<file path="src/rtl/pipeline_ctrl_pkg.sv">
// Shared types and constants for the pipeline hazard controller.
// Includes the state encoding, forwarding selects and the shared forward decode.
package pipeline_ctrl_pkg;

  typedef enum logic {
    ST_RUN      = 1'b0,
    ST_MUL_WAIT = 1'b1
  } state_e;

  localparam logic [1:0] FWD_REG = 2'b00;
  localparam logic [1:0] FWD_WB  = 2'b01;
  localparam logic [1:0] FWD_MEM = 2'b10;

  localparam logic [4:0] REG_ZERO = 5'd0;

  // MEM is the younger producer, so it wins over WB
  function automatic logic [1:0] fwd_sel(
    input logic [4:0] src,
    input logic [4:0] mem_rd,
    input logic       mem_we,
    input logic [4:0] wb_rd,
    input logic       wb_we
  );
    if (mem_we && mem_rd != REG_ZERO && mem_rd == src)
      return FWD_MEM;
    else if (wb_we && wb_rd != REG_ZERO && wb_rd == src)
      return FWD_WB;
    else
      return FWD_REG;
  endfunction

endpackage

</file>
<file path="src/rtl/forwarding_unit.sv">
// EX-stage operand forwarding select generation.
// Purely combinational; active regardless of controller state.
module forwarding_unit
  import pipeline_ctrl_pkg::*;
(
  input  logic [4:0] EX_Rs,
  input  logic [4:0] EX_Rt,
  input  logic [4:0] MEM_Rd,
  input  logic       MEM_RegWrite,
  input  logic [4:0] WB_Rd,
  input  logic       WB_RegWrite,
  output logic [1:0] Fwd_A,
  output logic [1:0] Fwd_B
);

  always_comb begin
    Fwd_A = fwd_sel(EX_Rs, MEM_Rd, MEM_RegWrite,
                    WB_Rd, WB_RegWrite);
    Fwd_B = fwd_sel(EX_Rt, MEM_Rd, MEM_RegWrite,
                    WB_Rd, WB_RegWrite);
  end

endmodule

</file>
<file path="src/rtl/pipeline_hazard_ctrl.sv">
// Hazard/sequencing controller: stalls, flushes, multiply wait,
// watchdog and stall counter for the 5-stage pipeline.
module pipeline_hazard_ctrl
  import pipeline_ctrl_pkg::*;
#(
  parameter int MUL_MAX_CYCLES = 32,
  parameter int CNT_W          = 16
) (
  input  logic             Clk,
  input  logic             Reset_n,
  input  logic [4:0]       ID_Rs,
  input  logic [4:0]       ID_Rt,
  input  logic             ID_Uses_Rs,
  input  logic             ID_Uses_Rt,
  input  logic [4:0]       EX_Rs,
  input  logic [4:0]       EX_Rt,
  input  logic [4:0]       EX_Rd,
  input  logic             EX_RegWrite,
  input  logic             EX_MemRead,
  input  logic             EX_Branch_Taken,
  input  logic             EX_Mul_Start,
  input  logic             Mul_Done,
  input  logic [4:0]       MEM_Rd,
  input  logic             MEM_RegWrite,
  input  logic [4:0]       WB_Rd,
  input  logic             WB_RegWrite,
  output logic             PC_Write,
  output logic             IF_ID_Write,
  output logic             ID_EX_Write,
  output logic             IF_ID_Flush,
  output logic             ID_EX_Flush,
  output logic             EX_MEM_Bubble,
  output logic [1:0]       Fwd_A,
  output logic [1:0]       Fwd_B,
  output logic             Mul_Timeout,
  output logic [CNT_W-1:0] Stall_Count
);

  localparam int WD_W =
    (MUL_MAX_CYCLES > 2) ? $clog2(MUL_MAX_CYCLES) : 1;
  localparam logic [WD_W-1:0] WD_LAST =
    WD_W'(MUL_MAX_CYCLES - 1);

  state_e           r_state;
  state_e           w_next;
  logic [WD_W-1:0]  r_wd;
  logic             r_timeout;
  logic [CNT_W-1:0] r_stall_cnt;
  logic             w_load_use;
  logic             w_wd_clr;
  logic             w_timeout_set;

  // EX_RegWrite is implied by EX_MemRead for loads
  logic w_unused;
  assign w_unused = EX_RegWrite;

  assign w_load_use = EX_MemRead && EX_Rd != REG_ZERO &&
    ((ID_Uses_Rs && ID_Rs == EX_Rd) ||
     (ID_Uses_Rt && ID_Rt == EX_Rd));

  always_comb begin
    PC_Write      = 1'b1;
    IF_ID_Write   = 1'b1;
    ID_EX_Write   = 1'b1;
    IF_ID_Flush   = 1'b0;
    ID_EX_Flush   = 1'b0;
    EX_MEM_Bubble = 1'b0;
    w_next        = r_state;
    w_wd_clr      = 1'b0;
    w_timeout_set = 1'b0;
    unique case (r_state)
      ST_RUN: begin
        if (EX_Branch_Taken) begin
          IF_ID_Flush = 1'b1;
          ID_EX_Flush = 1'b1;
        end else if (EX_Mul_Start) begin
          PC_Write      = 1'b0;
          IF_ID_Write   = 1'b0;
          ID_EX_Write   = 1'b0;
          EX_MEM_Bubble = 1'b1;
          w_next        = ST_MUL_WAIT;
          w_wd_clr      = 1'b1;
        end else if (w_load_use) begin
          PC_Write    = 1'b0;
          IF_ID_Write = 1'b0;
          ID_EX_Flush = 1'b1;
        end
      end
      ST_MUL_WAIT: begin
        // release cycle drives the RUN defaults
        if (Mul_Done) begin
          w_next = ST_RUN;
        end else if (r_wd == WD_LAST) begin
          w_next        = ST_RUN;
          w_timeout_set = 1'b1;
        end else begin
          PC_Write      = 1'b0;
          IF_ID_Write   = 1'b0;
          ID_EX_Write   = 1'b0;
          EX_MEM_Bubble = 1'b1;
        end
      end
      default: w_next = ST_RUN;
    endcase
  end

  always_ff @(posedge Clk or negedge Reset_n) begin
    if (!Reset_n) begin
      r_state     <= ST_RUN;
      r_wd        <= '0;
      r_timeout   <= 1'b0;
      r_stall_cnt <= '0;
    end else begin
      r_state <= w_next;
      if (w_wd_clr)
        r_wd <= '0;
      else if (r_state == ST_MUL_WAIT)
        r_wd <= r_wd + WD_W'(1);
      if (w_timeout_set)
        r_timeout <= 1'b1;
      if (!PC_Write && r_stall_cnt != '1)
        r_stall_cnt <= r_stall_cnt + CNT_W'(1);
    end
  end

  assign Mul_Timeout = r_timeout;
  assign Stall_Count = r_stall_cnt;

  forwarding_unit u_fwd (
    .EX_Rs        (EX_Rs),
    .EX_Rt        (EX_Rt),
    .MEM_Rd       (MEM_Rd),
    .MEM_RegWrite (MEM_RegWrite),
    .WB_Rd        (WB_Rd),
    .WB_RegWrite  (WB_RegWrite),
    .Fwd_A        (Fwd_A),
    .Fwd_B        (Fwd_B)
  );

endmodule
</file>
<file path="config.mk">
export PLATFORM = sky130hd
export DESIGN_NAME = pipeline_hazard_ctrl
export DESIGN_NICKNAME = d
export VERILOG_FILES = /design/src/rtl/pipeline_ctrl_pkg.sv /design/src/rtl/forwarding_unit.sv /design/src/rtl/pipeline_hazard_ctrl.sv
export SDC_FILE = /design/constraint.sdc
export NUM_CORES = 1
export LEC_CHECK = 0
export CORE_UTILIZATION = 44
export CTS_CLUSTER_SIZE = 25
export DETAILED_ROUTE_END_ITERATION = 10
export GPL_ROUTABILITY_DRIVEN = 0
export PLACE_DENSITY = 0.86
export SLEW_MARGIN = 20
export SYNTH_ARGS = -nofsm -noshare
export SYNTH_HDL_FRONTEND = slang
export SYNTH_SLANG_ARGS = --single-unit
</file>
<file path="constraint.sdc">
create_clock -name Clk -period 3.15 [get_ports Clk]
set_input_delay 0.4725 -clock Clk [delete_from_list [all_inputs] [get_ports Clk]]
set_output_delay 0.4725 -clock Clk [all_outputs]
set_load 0.1 [all_outputs]
</file>
==> results of run 1 <==
[cell families after synthesis]
family | count (synthesis) | synth area share, %
flip-flops | 23 | 37.16
adder cells (fa/ha/maj) | 3 | 2.424
XOR/XNOR | 46 | 26.01
AO/OA/AOI/OAI | 13 | 5.654
buffers and inverters | 7 | 2.665
AND/OR/NAND/NOR | 70 | 24.64
multiplexers | 2 | 1.454
[routing by layer]
metal | GRT usage (%) | vias up | wire (µm)
met4 | 7.619 | 0 | 55
met3 | 4.412 | 5 | 393
met1 | 25.76 | 669 | 1535
li1 | - | 718 | -
met5 | 0 | - | 0
met2 | 37.11 | 77 | 1679
[area by class of cell]
type | count | area (µm²) | area share, %
Clock buffer | 3 | 22.52 | 0.9217
Clock inverter | 1 | 5.005 | 0.2048
Inverter | 3 | 18.77 | 0.7681
Multi-Input combinational cell | 134 | 1016 | 41.58
Sequential cell | 23 | 575.6 | 23.55
Tap cell | 46 | 57.56 | 2.355
Timing Repair Buffer | 74 | 748.2 | 30.62
[critical path: stages]
cell and delay (ps):
clkdlybuf4s50_1 540, or4_1 140, o21ai_0 140, or4_1 620, nor4_4 350, buf_12 210
[flip-flops by register name, summed over array words and instances (netlist names)]
| name | flops |
|---|---|
| Stall_Count | 16 |
| r_state | 1 |
| Mul_Timeout | 1 |
| r_wd | 5 |
[placed cells by master (no fill, tap or decap), types with 2 or more instances in the layout]
| master | n |
|---|---|
| and4_1 | 2 |
| nor2b_1 | 5 |
| nor4_4 | 3 |
| xnor2_1 | 34 |
| clkbuf_4 | 3 |
| o21ai_0 | 7 |
| or4_1 | 4 |
| nand3_1 | 18 |
| nand2_1 | 14 |
| buf_12 | 7 |
| and3_1 | 9 |
| xor2_1 | 12 |
| dfrtp_1 | 23 |
| mux2_2 | 2 |
| nand4_1 | 4 |
| nor3_1 | 3 |
| clkinvlp_4 | 2 |
| buf_4 | 23 |
| nor2_1 | 3 |
| clkdlybuf4s50_1 | 43 |
[per-stage QoR]
step	setup slack (ps)	cell area, µm²	utilization (%)	total power, mW	std cells
floorplan	-231.3	1653	-	0.9266	164
global placement	213.8	2421	71.99	1.121	280
detailed placement	190.0	2421	71.99	1.134	280
CTS	184.0	2449	72.81	1.273	284
global route	120.7	2444	72.66	1.324	284
finish	187.8	2444	72.66	1.262	284
[worst min-delay path by stage]
| stage | cells past startpoint | from | endpoint | slack, ps |
|---|---|---|---|---|
| floorplan | 0 | Reset_n | Mul_Timeout$_DFFE_PN0P_ | 180 |
| global placement | 1 | Stall_Count[8]$_DFFE_PN0P_ | Stall_Count[8]$_DFFE_PN0P_ | 480 |
| detailed placement | 1 | Mul_Timeout$_DFFE_PN0P_ | Mul_Timeout$_DFFE_PN0P_ | 480 |
| CTS | 1 | Stall_Count[8]$_DFFE_PN0P_ | Stall_Count[8]$_DFFE_PN0P_ | 510 |
| global route | 1 | Reset_n | Stall_Count[13]$_DFFE_PN0P_ | 130 |
| finish | 1 | Reset_n | Stall_Count[14]$_DFFE_PN0P_ | 90 |
[power groups by stage]
stage / Sequential, mW / Combinational, mW / Clock [mW]
after floorplan: 0.688 / 0.239 / 0
after global placement: 0.418 / 0.704 / 0
after detailed placement: 0.422 / 0.712 / 0
after CTS: 0.416 / 0.713 / 0.144
after global routing: 0.427 / 0.746 / 0.150
final: 0.417 / 0.708 / 0.137
==> reports/metrics.csv, run 1 <==
metric,value,unit
most frequent cells after synthesis,"xnor2_1 (34), dfrtp_1 (23), nand3_1 (18)",
Port-buffer cells,71,
Seq cells post-synth,23,
Die ar.,0.003762,mm²
switching part of the total,51.26,%
syn nets,213,
largest net degree at the start of global routing,24,
Synth warnings,0,
post-CTS setup buffers,0,
CTS tree,done,
Die H,61.34,µm
Slew HR,66.66,%
setup violators final,0,
Crit. End Element,output port,
DRT Pass-1 Iters,4,
grt total ovfl,0,
Hold Slack,93.70,ps
clk_lat worst skew,320,ps
Clock Skew,9.411,ps
Fin. Hold Viols,0,
Hold Path Class,in -> async,
crit path to,Fwd_B[0],
VDD IR max,0.9495,mV
DRC Markers,0,
mapped cell area,0.001549,mm²
Cell Int Power,0.6151,mW
pwr/cell area,516.4,mW/mm²
crit path time final,2962,ps
WS Path Type,in -> out,
Post-DRT Antenna Nets,0,
Netlist cell types,28,
number of global-route vias before repair,1446,
Die X-Extent,61.34,µm
cts bufs inserted,3,
fin crit share,94.04,%
worst reg2reg endpoint,Stall_Count[1]$_DFFE_PN0P_,
f_max,0.3376,GHz
core footprint,0.003363,mm²
max-slew violation total from the final report,0,
Critical Path RT,2680,ps
cts repair resizes,0,
# IOs,73,
GRT Total Usage,21.18,%
R2R cell count,9,
sequential share of the synthesized area,37.16,%
Logic pwr share,56.1,%
FF-to-FF setup slack,1030,ps
sequential power share,33.1,%
biggest area consumer among synthesized cells,dfrtp_1,
top-area cell type share of the netlist area,37.16,%
Worst Path Max Fanout,3,
crit path from,WB_Rd[0],
Max-Cap Viols,0,
layout cells sized above 1,20.59,%
DR iter-0 viols,49,
Layout fillers,263,
CTS sink count,23,
number of flops mapped to enable cells by yosys,0,
Clk pwr share,10.9,%
area grow syn2layout,57.75,%
Via Count,1469,
Initial Utilization,46.06,%
initial antenna violation count,0,
RSZ-0062 raised after global routing,no,
outcome,"finished, final reports clean",
RR Startpoint,r_wd[1]$_DFFE_PN0P_,
root buf cell,clkbuf_4,
Leakage,0.9968,nW
Sw Pwr,0.6468,mW
WL/cell,12.90,µm
final net count,288,
startpoint types,primary input,
ant diodes,0,
Worst-path clk slew,130,ps
total routed wirelength,3.664,mm
H-Tree Depth,1,
Mean Syn Cell Area,9.445,µm²
asr flop ratio synth,100.0,%
top-count cell post-synth,xnor2_1,
critical path arrival,2490,ps
top post-synthesis cells by area,"dfrtp_1 (37%), xnor2_1 (19%), xor2_1 (6.8%)",
clk buf depth,2,
Least-Margin Pin Slew,500.1,ps
first-pass GRT wire length,5.975,mm
total negative slack,0,ps
hpwl dp,3.030,mm
hold_buf cts,0,
Main synth FF type,dfrtp_1,
Via density,5.173,
cell count after synthesis,164,
row count,21,
Power figures use the tool's default switching activity.
==> run 2: changes to the inputs <==
- GPL_ROUTABILITY_DRIVEN: 0 -> unset
==> results of run 2 <==
Same layout as run 1: the final DEF is identical, and so are final timing and power.
